[config.mk]
export PLATFORM = sky130hd
export DESIGN_NAME = fifo_v3_ft
export DESIGN_NICKNAME = d
export VERILOG_FILES = /design/src/rtl/fifo_v3_ft.sv
export SDC_FILE = /design/constraint.sdc
export NUM_CORES = 1
export LEC_CHECK = 0
export ABC_AREA = 1
export CORE_UTILIZATION = 45
export CTS_CLUSTER_DIAMETER = 50
export DETAILED_ROUTE_END_ITERATION = 7
export GPL_TIMING_DRIVEN = 0
export HOLD_SLACK_MARGIN = 0.02
export PLACE_DENSITY = 0.63
export SETUP_SLACK_MARGIN = 0.02
export SLEW_MARGIN = 10
export SYNTH_ARGS = -nofsm -noshare
export SYNTH_HDL_FRONTEND = slang
export SYNTH_SLANG_ARGS = --single-unit
[constraint.sdc]
create_clock -name clk_i -period 4.7 [get_ports clk_i]
set_clock_uncertainty 0.1 [all_clocks]
set_input_delay 0.47 -clock clk_i [delete_from_list [all_inputs] [get_ports clk_i]]
set_output_delay 0.47 -clock clk_i [all_outputs]
set_load 0.1 [all_outputs]
[src/rtl/fifo_v3_ft.sv]
// Single-clock circular FIFO with optional fall-through bypass and occupancy count.
// Define FIFO_V3_FT_ASSERT_EN to compile in the simulation checks for depth and misuse.
module fifo_v3_ft #(
  parameter bit          FALL_THROUGH = 1'b0,
  parameter int unsigned DATA_WIDTH   = 32,
  parameter int unsigned DEPTH        = 8,
  localparam int unsigned PTR_W       = (DEPTH > 1) ? $clog2(DEPTH) : 1,
  localparam int unsigned CNT_W       = $clog2(DEPTH) + 1
) (
  input  logic                  clk_i,
  input  logic                  rst_i,
  input  logic                  flush_i,
  input  logic                  testmode_i,
  output logic                  full_o,
  output logic                  empty_o,
  output logic [CNT_W-1:0]      usage_o,
  input  logic [DATA_WIDTH-1:0] data_i,
  input  logic                  push_i,
  output logic [DATA_WIDTH-1:0] data_o,
  input  logic                  pop_i
);

  logic [DATA_WIDTH-1:0] mem_q [DEPTH];
  logic [PTR_W-1:0]      rd_ptr_q, rd_ptr_d;
  logic [PTR_W-1:0]      wr_ptr_q, wr_ptr_d;
  logic [CNT_W-1:0]      cnt_q, cnt_d;
  logic                  bypass, through, push_eff, pop_eff, write_en;
  logic                  unused_testmode;

  assign unused_testmode = testmode_i;

  function automatic logic [PTR_W-1:0] ptr_inc(input logic [PTR_W-1:0] p);
    return (p == PTR_W'(DEPTH - 1)) ? '0 : p + 1'b1;
  endfunction

  // A push into an empty fall-through FIFO is presented immediately.
  assign bypass   = FALL_THROUGH && (cnt_q == '0) && push_i;
  assign through  = bypass && pop_i;
  assign full_o   = (cnt_q == CNT_W'(DEPTH));
  assign empty_o  = (cnt_q == '0) && !bypass;
  assign usage_o  = cnt_q;
  assign data_o   = bypass ? data_i : mem_q[rd_ptr_q];
  assign push_eff = push_i && !full_o;
  assign pop_eff  = pop_i && !empty_o;
  assign write_en = push_eff && !through && !flush_i;

  always_comb begin
    rd_ptr_d = rd_ptr_q;
    wr_ptr_d = wr_ptr_q;
    cnt_d    = cnt_q;
    if (flush_i) begin
      rd_ptr_d = '0;
      wr_ptr_d = '0;
      cnt_d    = '0;
    end else if (!through) begin
      if (push_eff) wr_ptr_d = ptr_inc(wr_ptr_q);
      if (pop_eff)  rd_ptr_d = ptr_inc(rd_ptr_q);
      if (push_eff && !pop_eff) begin
        cnt_d = cnt_q + 1'b1;
      end else if (!push_eff && pop_eff) begin
        cnt_d = cnt_q - 1'b1;
      end
    end
  end

  always_ff @(posedge clk_i) begin
    if (rst_i) begin
      rd_ptr_q <= '0;
      wr_ptr_q <= '0;
      cnt_q    <= '0;
    end else begin
      rd_ptr_q <= rd_ptr_d;
      wr_ptr_q <= wr_ptr_d;
      cnt_q    <= cnt_d;
    end
  end

  // Storage is deliberately left unreset so it can map onto plain RAM.
  always_ff @(posedge clk_i) begin
    if (write_en) mem_q[wr_ptr_q] <= data_i;
  end

`ifdef FIFO_V3_FT_ASSERT_EN
  if (DEPTH < 1) begin : g_depth_chk
    $fatal(1, "fifo_v3_ft: DEPTH must be >= 1");
  end

  always_ff @(posedge clk_i) begin
    if (!rst_i) begin
      assert (!(push_i && full_o)) else $error("push on full");
      assert (!(pop_i && empty_o)) else $error("pop on empty");
    end
  end
`endif

endmodule

==> reports/results.md, run 1 <==
| Step | Metric | Reported |
|:---|:---|:---|
| critical path | Maximum fanout count along the critical path | 10 |
| yosys | Largest family of logic cells by synthesized area | simple AND/OR/NAND/NOR gates |
| final layout | Final-stage net count | 1109 |
| timing | Setup TNS | 0 ps |
| critical path | CP Data Arrival Time | 3100 ps |
| die | Row count | 56 |
| clock tree | Number of post-CTS setup repair buffers | 0 |
| power | Maximum vdd ir drop | 0.3929 mV |
| critical path | Cell at the slowest stage of the critical path | clkdlybuf4s50_1 |
| clock tree | Root cell of the clock tree | clkbuf_16 |
| clock tree | Clock tree from TritonCTS | done |
| yosys | Syn Std Cell Area | 10920 µm² |
| yosys | Part of the Yosys area used for sequential elements | 0.7279 |
| min path | Worst hold stages | 2 |
| yosys | Synthesized net count | 997 |
| routing | Detail-routed net length per standard cell | 17.50 µm |
| yosys | Number of instances in the synthesized netlist | 951 |
| timing | Final setup fails | 0 |
| grt | Overflow after GRT | 0 |
| die | Floorplan die area | 24890 µm² |
| die | Core ar. | 23610 µm² |
| critical path | Setup slack of the worst register-to-register path | 2300 ps |
| timing | Hold WS | 442.0 ps |
| die | Initial standard-cell utilization of the core | 0.4624 |
| power | Leakage | 4.924 nW |
| critical path | Kind of end point of the critical path | primary output |
| yosys | Number of flip-flops and latches in the synthesized netlist | 269 |
| yosys | Share of synthesized cell area in full adder, half adder and majority cells | 0.009856 |
| min path | Class of the most critical hold timing path | register to register |
| clock tree | Number of buffers inserted by hold repair at cts | 0 |
| critical path | List of cells traversed by the critical path | inv_2 > buf_6 > clkbuf_1 > o21ai_0 > nand2_1 > nand2_1 > nand2_1 > clkdlybuf4s50_1 |
| critical path | Cell family with the largest share of critical-path delay | buffers and inverters |
| final layout | Total inserted antenna cells | 0 |
| power | Pwr Density | 472.3 nW/µm² |
| critical path | Crit-path most repeated cell | nand2_1 |
| clock tree | Clock Tree Buf Depth | 3 |
| clock tree | Post_cts resized | 0 |
| yosys | Most frequently used cell type in the post-synthesis netlist | nor2_1 |
| critical path | Depth of the most critical reg-to-reg path | 7 |
| routing | Via Count | 7020 |
| placed design | Weighted congestion reported at the end of routability-driven placement | 0.7204 |
| grt | Number of antenna violations at the first check in global routing | 0 |
| yosys | Synth async-reset ratio | 0 |
| clock tree | Sink Count | 269 |
| final layout | Share of post-route cells with drive strength above 1 | 0.09493 |
| routing | Length of routed met2 wiring | 11900 µm |
| critical path | Critical R2R Launch | usage_o[0] |
| timing | Setup repair after global routing missed its margin | false |
| final layout | Final core utilization | 0.5634 |
| grt | First-pass GRT wire length | 37500 µm |
| routing | Antenna Violating Nets Remaining | 0 |
| clock tree | Latest clock arrival within the worst-skew pair | 540 ps |
| routing | Detailed router's first-iteration violation count | 491 |
| timing | Shortest clock period the worst path allows after layout | 3667 ps |
| run | Max-cap violations | 0 |
| min path | WHS Endpoint | wr_ptr_q[0] |
| placed design | Quantity of I/O buffers inserted on ports | 74 |
| routing | Highest metal layer with signal wires | met4 |
| grt | GRT Util Overall | 0.2019 |
| yosys | Number of distinct library cell variants in the gate-level netlist after synthesis | 20 |
| yosys | Avg Inst Size Synth | 11.48 µm² |
| routing | Final wirelength | 24570 µm |
| die | Ports placed on the boundary | 76 |
| grt | Number of global-route vias before repair | 6737 |
| yosys | Post-Synth Simple-Gate Area | 0.1615 |
| timing | Max Fclk | 0.2727 GHz |
| outcome | Outcome | finished, final reports clean |
| routing | Drt via density | 5.000 |
| clock tree | Max H-tree Level | 1 |
| timing | Relative slew slack | 0.3452 |
| routing | M1 wire length | 11110 µm |
| yosys | Post-synth EDFFs | 256 |
| timing | Final count of pins violating max slew | 0 |
| min path | Hold Startpoint | wr_ptr_q[0] |
| critical path | Startpoint kind of the worst setup timing path | register |
| yosys | Post-synthesis mux area share | 0 |
| yosys | Cell types with the largest area share after synthesis | edfxtp_1 70%, nor2_1 9.7%, nand2_1 6.1% |
| grt | Pin count of the biggest net entering global routing | 23 |
| critical path | Delay of the slowest cell on the worst path | 1150 ps |
| yosys | Synthesis warning total | 0 |
| critical path | Number of buffers and inverters on the critical path | 4 |
| critical path | Critical path start-end classification | register to primary output |
| clock tree | Number of CTS-inserted buffers | 28 |
| die | Die W | 157.8 µm |
| timing | Final count of hold timing violations | 0 |
| die | Die boundary height | 157.8 µm |
| yosys | Synth Area in XOR/XNOR | 0.001604 |
| routing | Drt first pass iters | 5 |
| critical path | Capturing point of the worst reg2reg path | mem_q[0][2] |
| yosys | Compound-Gate Fraction of Synth Area | 0.06326 |
| critical path | Worst Path Required | 4130 ps |
| timing | Tightest Pin Transition | 979.1 ps |
| placed design | Sum of net half-perimeters after detailed placement | 15620 µm |
| final layout | Area growth syn-to-layout | 21.85% |
| yosys | Top-area cell type share of the netlist area | 0.7041 |
| routing | DRC Markers | 0 |
| yosys | Most instantiated flip-flop cell in the synthesis netlist | edfxtp_1 |
| clock tree | Clock-pin slew on the worst setup and hold paths | 60 ps |
| yosys | Cell type contributing the most total cell area after synthesis | edfxtp_1 |
| routing | Total length of routed met3 wires | 1117 µm |
| timing | Period utilization | 0.7802 |
| yosys | Cell types with the highest counts after synthesis | 283 x nor2_1, 256 x edfxtp_1, 178 x nand2_1 |
[per-layer routing]
layer	GRT usage	up-vias
met3	0.02683	38
met5	0	-
li1	-	3456
met4	0.05178	0
met1	0.2814	3356
met2	0.3340	170
[kinds of logic after synthesis]
family                     Yosys count
AOI/OAI and AO/OA                  138
xor gates and xnor gates             2
adders and majority gates            8
buffers and inverters               67
DFF                                269
and+or+nand+nor                    467
[final cells by class]
| class | count | area (µm²) |
|---|---|---|
| Fill cell | 1905 | 10310 |
| Sequential cell | 269 | 7948 |
| Multi-Input combinational cell | 615 | 2639 |
| Timing Repair Buffer | 82 | 908.4 |
| Clock buffer | 36 | 782.0 |
| Tap cell | 319 | 399.1 |
| Buffer | 48 | 320.3 |
| Clock inverter | 16 | 236.5 |
| Inverter | 19 | 71.32 |
[power by group]
group	switching [mW]	internal, mW	total [mW]
Combinational	0.908	0.299	1.21
Clock	0.886	1.50	2.39
Sequential	0.0181	2.67	2.69
[metrics by stage]
stage          instance area, µm²  setup WS (ps)  cells  power [mW]
3_5_place_dp                12290           1566   1352       3.952
2_1_floorplan               10920           1200    951       3.612
3_3_place_gp                12060          183.8   1344       3.929
4_1_cts                     13300           1002   1404       6.322
5_1_grt                     13300          876.0   1404       6.495
6_report                    13300           1033   1404       6.283
[flip-flops by register name (all words and copies together), names as in the netlist, named ones only]
signal    flops
mem_q       256
rd_ptr_q      3
usage_o       4
wr_ptr_q      3
[worst min-delay path, cell delays in order (launching register included)]
cell	delay (ps)
dfxtp_1	340
nor2_1	110
nor2_1	50
[placed cells by master, fill, tap and decap left out, types with 10 or more instances in the layout]
| cell type | count |
|---|---|
| edfxtp_1 | 256 |
| nor2_1 | 275 |
| nand2_1 | 178 |
| clkbuf_16 | 29 |
| inv_1 | 17 |
| clkbuf_1 | 10 |
| dfxtp_1 | 13 |
| o21ai_1 | 26 |
| clkdlybuf4s50_1 | 74 |
| buf_2 | 11 |
| o21ai_0 | 109 |
| buf_6 | 15 |
[worst max path at each step]
stage	slack [ps]	depth (start not counted)	to
floorplan	1200	6	mem_q[0][0]
global placement	180	5	mem_q[3][23]
detailed placement	1570	8	data_o[11]
CTS	1000	8	data_o[12]
global route	880	8	data_o[12]
finish	1030	8	data_o[12]
Power figures use the tool's default switching activity.
==> inputs of run 2 (changes only) <==
==> constraint.sdc (replaced) <==
create_clock -name clk_i -period 3.4 [get_ports clk_i]
set_clock_uncertainty 0.1 [all_clocks]
set_input_delay 0.34 -clock clk_i [delete_from_list [all_inputs] [get_ports clk_i]]
set_output_delay 0.34 -clock clk_i [all_outputs]
set_load 0.1 [all_outputs]
==> run 2 against run 1 <==
- combinational power grew 33%
- utilization shrank 0.15 points
- sequential power grew 38%
- die area is the same
- non-clock buffer count is the same
- critical path type unchanged
- worst setup slack lost 840 ps
==> reports/results.md, run 2 (same netlist as run 1, synthesis figures left out) <==
| Step | Metric | Reported | Delta |
|:---|:---|:---|:---|
| final layout | Highest-count cells in the layout ignoring fill and taps | 275 x nor2_1, 256 x edfxtp_1, 178 x nand2_1 |  |
| clock tree | Clock Tree Buf Depth | 3 | unchanged |
| grt | Number of antenna violations at the first check in global routing | 0 | unchanged |
| final layout | Count of placed standard cells in the final layout, fillers left out | 1404 | unchanged |
| clock tree | Clock tree from TritonCTS | done |  |
| grt | GRT Util Overall | 0.2023 | +0.0003637 |
| critical path | Setup slack of the worst register-to-register path | 1010 ps | -1290 ps |
| placed design | Sum of net half-perimeters after detailed placement | 15620 µm | unchanged |
| clock tree | Latest clock arrival within the worst-skew pair | 540 ps | about the same |
| critical path | CP Data Arrival Time | 2770 ps | -330 ps |
| clock tree | Root cell of the clock tree | clkbuf_16 |  |
| die | Die boundary height | 157.8 µm | unchanged |
| timing | Tightest Pin Transition | 971.7 ps | -7.354 ps |
| critical path | Critical R2R Launch | usage_o[0] |  |
| die | Core ar. | 23610 µm² | unchanged |
| routing | Antenna Violating Nets Remaining | 0 | unchanged |
| critical path | End of the critical path | data_o[13] |  |
| timing | Final count of pins violating max slew | 0 | unchanged |
| timing | Max Fclk | 0.3120 GHz |  |
| timing | Setup TNS | 0 ps | unchanged |
| power | Maximum vdd ir drop | 0.5433 mV | +38% |
| routing | DRC Markers | 0 | unchanged |
| grt | Pin count of the biggest net entering global routing | 23 | unchanged |
| critical path | Maximum fanout count along the critical path | 10 | unchanged |
| routing | Final wirelength | 24620 µm | +0.20% |
| final layout | Flip-flop count of the largest register after layout | 256 | unchanged |
| timing | Relative slew slack | 0.3511 | +0.005888 |
| timing | Final setup fails | 0 | unchanged |
| final layout | Leading cell type in the layout, fill and taps excluded | nor2_1 |  |
| critical path | Worst Path Required | 2960 ps | -1170 ps |
| placed design | Weighted congestion reported at the end of routability-driven placement | 0.7204 | unchanged |
| final layout | Share of post-route cells with drive strength above 1 | 0.09585 | +0.0009217 |
| critical path | Kind of end point of the critical path | primary output |  |
| timing | Period utilization | 0.9427 |  |
| clock tree | Number of CTS-inserted buffers | 28 | unchanged |
| critical path | Depth of the most critical reg-to-reg path | 7 | unchanged |
| critical path | Startpoint kind of the worst setup timing path | register |  |
| die | Floorplan die area | 24890 µm² | unchanged |
| die | Ports placed on the boundary | 76 | unchanged |
| clock tree | Number of post-CTS setup repair buffers | 0 | unchanged |
| critical path | Critical path start-end classification | register to primary output |  |
| power | Leakage | 4.983 nW | +1.2% |
| grt | Overflow after GRT | 0 | unchanged |
| outcome | Outcome | finished, final reports clean |  |
| final layout | Reg with most FFs | mem_q |  |
| timing | Final count of hold timing violations | 0 | unchanged |
| die | Die W | 157.8 µm | unchanged |
| routing | Detailed router's first-iteration violation count | 482 | -1.8% |
| final layout | Area growth syn-to-layout | 21.53% |  |
| clock tree | Clock-pin slew on the worst setup and hold paths | 60 ps | about the same |
| routing | Detail-routed net length per standard cell | 17.53 µm | +0.20% |
| final layout | Total inserted antenna cells | 0 | unchanged |
| power | Pwr Density | 650.0 nW/µm² | +38% |
| clock tree | Sink Count | 269 | unchanged |
| final layout | Final-stage net count | 1109 | unchanged |
| routing | Via Count | 7032 | +0.17% |
| min path | Class of the most critical hold timing path | input pin to register |  |
| grt | First-pass GRT wire length | 37540 µm | about the same |
| die | Initial standard-cell utilization of the core | 0.4624 | unchanged |
| timing | Shortest clock period the worst path allows after layout | 3205 ps |  |
| timing | Setup repair after global routing missed its margin | false |  |
| clock tree | Number of buffers inserted by hold repair at cts | 0 | unchanged |
| clock tree | Max H-tree Level | 1 | unchanged |
| die | Row count | 56 | unchanged |
| routing | Drt via density | 5.009 | +0.17% |
| grt | Number of global-route vias before repair | 6733 | -0.059% |
| placed design | Placed Cells incl. Taps | 1352 | unchanged |
| routing | Drt first pass iters | 5 | unchanged |
| run | Max-cap violations | 0 | unchanged |
| placed design | Quantity of I/O buffers inserted on ports | 74 | unchanged |
| critical path | Capturing point of the worst reg2reg path | mem_q[0][2] |  |
[run 2: cell count changes in the layout (fill, tap and decap cells not counted)]
cell / before / now
clkbuf_2: 8 / 9
dlymetal6s2s_1: 0 / 2
dlygate4sd2_1: 0 / 28
clkdlybuf4s50_1: 74 / 42
clkdlybuf4s15_1: 0 / 1
[run 2: cell type report]
| type | count | area [µm²] |
|---|---|---|
| Inverter | 19 | 71.32 |
| Clock inverter | 16 | 236.5 |
| Clock buffer | 36 | 782.0 |
| Multi-Input combinational cell | 615 | 2639 |
| Timing Repair Buffer | 82 | 873.3 |
| Sequential cell | 269 | 7948 |
| Tap cell | 319 | 399.1 |
| Buffer | 48 | 320.3 |
| Fill cell | 1923 | 10340 |
[run 2: per-stage QoR]
stage | area, µm² | utilization | setup slack [ps] | power (mW) | hold WS [ps]
6_report | 13270 | 0.5619 | 194.8 | 8.625 | 402.6
5_1_grt | 13270 | 0.5619 | 25.60 | 8.920 | 430.1
4_1_cts | 13270 | 0.5618 | 64.73 | 8.680 | 392.8
3_5_place_dp | 12290 | 0.5203 | 396.0 | 5.463 | 433.4
3_3_place_gp | 12060 | 0.5107 | -986.2 | 5.431 | 426.4
2_1_floorplan | 10920 | - | -100.4 | 4.993 | 338.9
[run 2: per-layer routing]
layer	track usage	vias to the layer above	wire [µm]
met3	0.02683	38	1350
met2	0.3350	189	11760
li1	-	3457	-
met4	0.05178	0	435
met1	0.2816	3348	11070
met5	0	-	0
[run 2: critical path, cell delays in order (launching register included)]
cell	delay [ps]
dfxtp_1	340
inv_2	80
buf_6	150
clkbuf_1	380
o21ai_0	160
nand2_1	100
nand2_1	60
nand2_1	110
dlygate4sd2_1	860
[run 2: what timing repair did]
| item | CTS | global route |
|---|---|---|
| cloned | 0 | 0 |
| gates resized for setup | 30 | 5 |
| endpoints found under the setup margin | 30 | 4 |
[run 2: worst min path at each step]
stage	from	endpoint	cells past startpoint
6_report	rst_i	usage_o[1]	3
5_1_grt	rst_i	usage_o[1]	3
4_1_cts	rst_i	usage_o[1]	3
3_5_place_dp	wr_ptr_q[0]	wr_ptr_q[0]	2
3_3_place_gp	wr_ptr_q[0]	wr_ptr_q[0]	2
2_1_floorplan	data_i[0]	mem_q[0][0]	0
[run 2: power by group]
part           leakage (nW)  internal, mW  switching [mW]  total [mW]
clock network         0.504          2.08            1.22        3.30
registers              2.42          3.69          0.0250        3.71
logic                  2.06         0.358            1.25        1.61
total                  4.98          6.12            2.50        8.63
==> inputs of run 3 (changes only) <==
--- a/config.mk
+++ b/config.mk
@@ -6,9 +6,11 @@
 export NUM_CORES = 1
 export LEC_CHECK = 0
 export ABC_AREA = 1
+export ABC_CLOCK_PERIOD_IN_PS = 3400
 export CORE_UTILIZATION = 45
 export CTS_CLUSTER_DIAMETER = 50
 export DETAILED_ROUTE_END_ITERATION = 7
+export GPL_ROUTABILITY_DRIVEN = 0
 export GPL_TIMING_DRIVEN = 0
 export HOLD_SLACK_MARGIN = 0.02
 export PLACE_DENSITY = 0.63
==> results of run 3 <==
Same layout as run 2: the final DEF is identical, and so are final timing and power.
